$ cat src/rtl/weight_ram_loader.sv
// Byte-stream to RAM writer: packs little-endian byte pairs into 16-bit words and
// writes them to consecutive (wrapping) addresses from a latched base, with a running checksum.
module weight_ram_loader #(
  parameter int ADDR_W = 8,
  parameter int DATA_W = 16
) (
  input  logic              i_clk,
  input  logic              i_reset_n,
  input  logic              i_start,
  input  logic              i_abort,
  input  logic [ADDR_W-1:0] i_base_addr,
  input  logic [ADDR_W:0]   i_length,
  input  logic              i_in_valid,
  input  logic [7:0]        i_in_byte,
  output logic              o_in_ready,
  output logic              o_wr_en,
  output logic [ADDR_W-1:0] o_wr_addr,
  output logic [DATA_W-1:0] o_wr_data,
  output logic              o_busy,
  output logic              o_done,
  output logic              o_error,
  output logic [15:0]       o_checksum
);

  typedef enum logic [2:0] {S_IDLE, S_LO, S_HI, S_WR, S_DONE} state_t;

  localparam logic [ADDR_W:0] MAX_LEN = {1'b1, {ADDR_W{1'b0}}};

  state_t              r_state;
  logic [ADDR_W-1:0]   r_base;
  logic [ADDR_W:0]     r_len;
  logic [ADDR_W:0]     r_count;
  logic [7:0]          r_lo;
  logic                r_in_ready;
  logic                r_wr_en;
  logic [ADDR_W-1:0]   r_wr_addr;
  logic [DATA_W-1:0]   r_wr_data;
  logic                r_busy;
  logic                r_done;
  logic                r_error;
  logic [15:0]         r_checksum;

  logic                w_len_ok;
  logic [DATA_W-1:0]   w_word;
  logic [ADDR_W:0]     w_count_next;

  assign w_len_ok     = (i_length != '0) && (i_length <= MAX_LEN);
  assign w_word       = {i_in_byte, r_lo};
  assign w_count_next = r_count + 1'b1;

  // Outputs are set on the transition into each state so they are true registers.
  always_ff @(posedge i_clk) begin
    if (!i_reset_n) begin
      r_state    <= S_IDLE;
      r_base     <= '0;
      r_len      <= '0;
      r_count    <= '0;
      r_lo       <= '0;
      r_in_ready <= 1'b0;
      r_wr_en    <= 1'b0;
      r_wr_addr  <= '0;
      r_wr_data  <= '0;
      r_busy     <= 1'b0;
      r_done     <= 1'b0;
      r_error    <= 1'b0;
      r_checksum <= '0;
    end else begin
      r_wr_en <= 1'b0;
      r_done  <= 1'b0;
      case (r_state)
        S_IDLE: begin
          if (i_start) begin
            if (w_len_ok) begin
              r_base     <= i_base_addr;
              r_len      <= i_length;
              r_count    <= '0;
              r_checksum <= '0;
              r_error    <= 1'b0;
              r_busy     <= 1'b1;
              r_in_ready <= 1'b1;
              r_state    <= S_LO;
            end else begin
              r_error <= 1'b1;
            end
          end
        end
        S_LO: begin
          if (i_abort) begin
            r_error    <= 1'b1;
            r_busy     <= 1'b0;
            r_in_ready <= 1'b0;
            r_state    <= S_IDLE;
          end else if (i_in_valid) begin
            r_lo    <= i_in_byte;
            r_state <= S_HI;
          end
        end
        S_HI: begin
          if (i_abort) begin
            r_error    <= 1'b1;
            r_busy     <= 1'b0;
            r_in_ready <= 1'b0;
            r_state    <= S_IDLE;
          end else if (i_in_valid) begin
            // Write strobe, address, data and checksum all become visible in the WR cycle.
            r_wr_en    <= 1'b1;
            r_wr_data  <= w_word;
            r_wr_addr  <= r_base + r_count[ADDR_W-1:0];
            r_checksum <= r_checksum + w_word;
            r_count    <= w_count_next;
            r_in_ready <= 1'b0;
            r_state    <= S_WR;
          end
        end
        S_WR: begin
          if (i_abort) begin
            r_error <= 1'b1;
            r_busy  <= 1'b0;
            r_state <= S_IDLE;
          end else if (r_count == r_len) begin
            r_busy  <= 1'b0;
            r_done  <= 1'b1;
            r_state <= S_DONE;
          end else begin
            r_in_ready <= 1'b1;
            r_state    <= S_LO;
          end
        end
        S_DONE: begin
          r_state <= S_IDLE;
        end
        default: begin
          r_state    <= S_IDLE;
          r_busy     <= 1'b0;
          r_in_ready <= 1'b0;
        end
      endcase
    end
  end

  assign o_in_ready = r_in_ready;
  assign o_wr_en    = r_wr_en;
  assign o_wr_addr  = r_wr_addr;
  assign o_wr_data  = r_wr_data;
  assign o_busy     = r_busy;
  assign o_done     = r_done;
  assign o_error    = r_error;
  assign o_checksum = r_checksum;

endmodule

$ cat config.mk
export PLATFORM = sky130hd
export DESIGN_NAME = weight_ram_loader
export DESIGN_NICKNAME = d
export VERILOG_FILES = /design/src/rtl/weight_ram_loader.sv
export SDC_FILE = /design/constraint.sdc
export NUM_CORES = 1
export LEC_CHECK = 0
export CORE_AREA = 2 2 124 126
export DETAILED_ROUTE_END_ITERATION = 8
export DIE_AREA = 0 0 126 128
export SYNTH_ARGS = -nofsm -noshare
export SYNTH_HDL_FRONTEND = slang
export SYNTH_SLANG_ARGS = --single-unit
$ cat constraint.sdc
create_clock -name i_clk -period 3 [get_ports i_clk]
set_clock_uncertainty 0.2 [all_clocks]
set_input_delay 0.45 -clock i_clk [delete_from_list [all_inputs] [get_ports i_clk]]
set_output_delay 0.45 -clock i_clk [all_outputs]
set_load 0.01 [all_outputs]
==> impl_metrics.csv <==
group,metric,value,unit
power_and_ir_drop,sequentialPowerShare,0.472,
hold_path,hold_depth,2,
finish,finalInstanceArea,5610,µm²
worst_setup_path,arrival,2.70,ns
power_and_ir_drop,power_leakage,2.08,nW
worst_setup_path,critical_path_class,"reg -> reg",
sta,setup_viol,0,
global_route,antenna_found_initial,0,
power_and_ir_drop,p_int,0.00184,W
sta,final_max_slew_viol_count,0,
global_route,grt_pass1_vias,3727,
floorplanning,die_area,16100,µm²
job,cap_violations,0,
floorplanning,dieWidth,126,µm
run_status,outcome,"finished, final reports clean",
finish,num-fill-cells,1525,
clock_tree,cts_tree,"yes",
logic_synthesis,syn-num-nets,556,
sta,fin_crit_sh,0.888,
worst_setup_path,reg2reg_depth,9,
clock_tree,cts_max_path_buffers,2,
place,placed_area,5340,µm²
logic_synthesis,syn_area,4370,µm²
logic_synthesis,seq_area_frac_synth,0.376,
finish,layout.nets,630,
worst_setup_path,crit_path_end_kind,"register",
worst_setup_path,path_cells,"ha_1 > inv_1 > fa_1 > nand2b_1 > a21oi_1 > a211o_1 > a211oi_1 > or2_2 > o311ai_0",
sta,max_slew_margin,0.613,
logic_synthesis,avgSynthCellArea,8.73,µm²
power_and_ir_drop,powerDensity,430,nW/µm²
clock_tree,cts_setup_buffers,0,
finish,drive_gt1_frac,0.0604,
global_route,track_usage,0.149,
place,hpwl,8800,µm
sta,tightest_slew,0.577,ns
floorplanning,fp.dieH,128,µm
finish,ff_latch_area,1640,µm²
finish,layout_common_cells,"dfxtp_1 (82), nand2_1 (74), clkdlybuf4s50_1 (73)",
clock_tree,cts_hold_buffers,0,
sta,max_freq,375,MHz
sta,hold_violations,0,
worst_setup_path,cp-start-kind,"register",
global_route,grt_pass1_wl,19300,µm
power_and_ir_drop,p_sw_frac,0.237,
finish,post-route-util,0.377,
clock_tree,cts_resized,0,
global_route,overflow,0,
clock_tree,cts.clk_slew.worst_paths,0.06,ns
floorplanning,io_pins,75,
hold_path,hold_path.class,"reg -> reg",
drt,dr.pass1.iters,5,
worst_setup_path,critPathMaxStageDelay,0.39,ns
sta,hold-worst-slack,0.259,ns
global_route,grt_max_degree,38,
floorplanning,core,14900,µm²
finish,area_delta_synth_final,28.3,%
clock_tree,cts_made_buffers,9,
power_and_ir_drop,p_clk_frac,0.424,
drt,routedWlPerCell,15.1,µm
logic_synthesis,syn_inst,501,
logic_synthesis,ys.warnings.count,0,
power_and_ir_drop,p_sw,0.000571,W
drt,ant_nets,0,
worst_setup_path,cp.required,3.03,ns
power_and_ir_drop,p_comb_frac,0.103,
place,gp_congestion,0.907,
sta,final.min_clock_period,2.66,ns
clock_tree,clock-sinks,82,
place,io_buffers,74,
logic_synthesis,synth_cell_types,52,
finish,multi_input_comb_area,2570,µm²
drt,vias,3816,
drt,route.detailed.drc,0,
clock_tree,root_buffer,"clkbuf_16",
floorplanning,rows,45,
finish,final_common_cell,"dfxtp_1",
finish,diodes,0,
logic_synthesis,synth-seq-cells,82,
clock_tree,htree_levels,3,
worst_setup_path,cp_max_fo,4,
sta,tns,0,ns
drt,routed_wl,11600,µm
worst_setup_path,critPathSlowestCell,"fa_1",
drt,via_per_inst,4.98,
floorplanning,start_util,0.294,
sta,rsz0062_at_grt,"no",
clock_tree,insertion_delay,0.34,ns
power_and_ir_drop,max-vdd-ir-drop,0.000276,V
drt,drt_first_iter_violations,208,
power_and_ir_drop,power,0.00241,W
registers in the layout (all words and copies together), names as in the netlist:
register and cells:
o_wr_en 1, o_done 1, r_lo 8, r_state 3, o_busy 1, o_wr_data 16, o_in_ready 1, o_wr_addr 8
r_len 9, r_count 9, r_base 8, o_checksum 16, o_error 1
layout make-up:
type	instances	area share
clock buffer	12	0.0457
inverter	14	0.00937
clock inverter	3	0.00268
sequential	82	0.293
timing repair buffer	86	0.149
multi-input combinational	382	0.458
tap	188	0.0419
logic make-up (layout without fill, tap and decap cells):
logic type	count (synthesis)	count (layout)	synth area share
AO/OA/AOI/OAI	110	110	0.169
XOR/XNOR	36	36	0.0721
adder cells (fa/ha/maj)	25	25	0.0750
buffers and inverters	37	115	0.0366
flip-flops	82	82	0.375
multiplexers	29	29	0.0698
AND/OR/NAND/NOR	182	182	0.202
synth_stat cells (all sizes together):
library cell	instances	area [µm²]
a2111oi	3	26.3
a211o	1	8.76
a211oi	3	22.5
a21boi	19	143
a21o	5	37.5
a21oi	23	115
a221oi	2	17.5
a31o	1	8.76
a32o	3	30.0
and2	12	75.1
and3	4	25.0
and4	2	17.5
buf	7	46.3
clkbuf	16	61.3
dfxtp	82	1640
fa	2	40.0
ha	23	288
inv	14	52.6
mux2	2	22.5
mux2i	27	283
nand2	75	284
nand2b	5	31.3
nand3	11	55.1
nand4	6	37.5
nor2	27	101
nor2b	26	163
nor3	6	30.0
nor4	3	18.8
nor4b	2	23.8
o2111ai	4	35.0
o211a	1	10.0
o211ai	1	7.51
o21ai	23	115
o21bai	2	15.0
o22ai	8	50.1
o2bb2ai	1	8.76
o311ai	4	35.0
o31ai	1	7.51
o32ai	2	17.5
o41ai	3	26.3
or2	1	6.26
or3	1	6.26
or4b	1	10.0
xnor2	17	149
xor2	19	166
worst max-delay path: cells and delay by family (launching register included):
| kind | cells | cell delay [ns] |
|---|---|---|
| buffers and inverters | 1 | 0.06 |
| and+or+nand+nor | 2 | 0.49 |
| DFF | 1 | 0.37 |
| adders and majority gates | 2 | 0.59 |
| AOI/OAI and AO/OA | 4 | 0.86 |
power by group through the flow:
stage | logic (W) | clock network (W) | registers, W
2_1_floorplan | 0.000144 | 0 | 0.00116
3_3_place_gp | 0.000247 | 0 | 0.00116
3_5_place_dp | 0.000251 | 0 | 0.00116
4_1_cts | 0.000252 | 0.00106 | 0.00114
5_1_grt | 0.000276 | 0.00110 | 0.00114
6_report | 0.000249 | 0.00102 | 0.00114
through the flow:
step | setup WS, ns | std cells
5_1_grt | 0.112 | 767
2_1_floorplan | 0.631 | 501
4_1_cts | 0.334 | 767
6_report | 0.335 | 767
3_5_place_dp | 0.102 | 752
3_3_place_gp | 0.133 | 752
routing by layer:
layer,part of all wire,track usage
met5,0,0
met4,0.016,0.0491
met3,0.057,0.0426
met2,0.46,0.244
met1,0.47,0.190
path summary, 6_finish.rpt:
check,startpoint,end,slack [ns]
setup / recovery,r_lo[0],o_checksum[14],0.34
setup reg to reg,r_lo[0],o_checksum[14],0.34
hold / removal,o_wr_data[4],o_wr_data[4],0.26
hold reg to reg,o_wr_data[4],o_wr_data[4],0.26
Power figures use the tool's default switching activity.
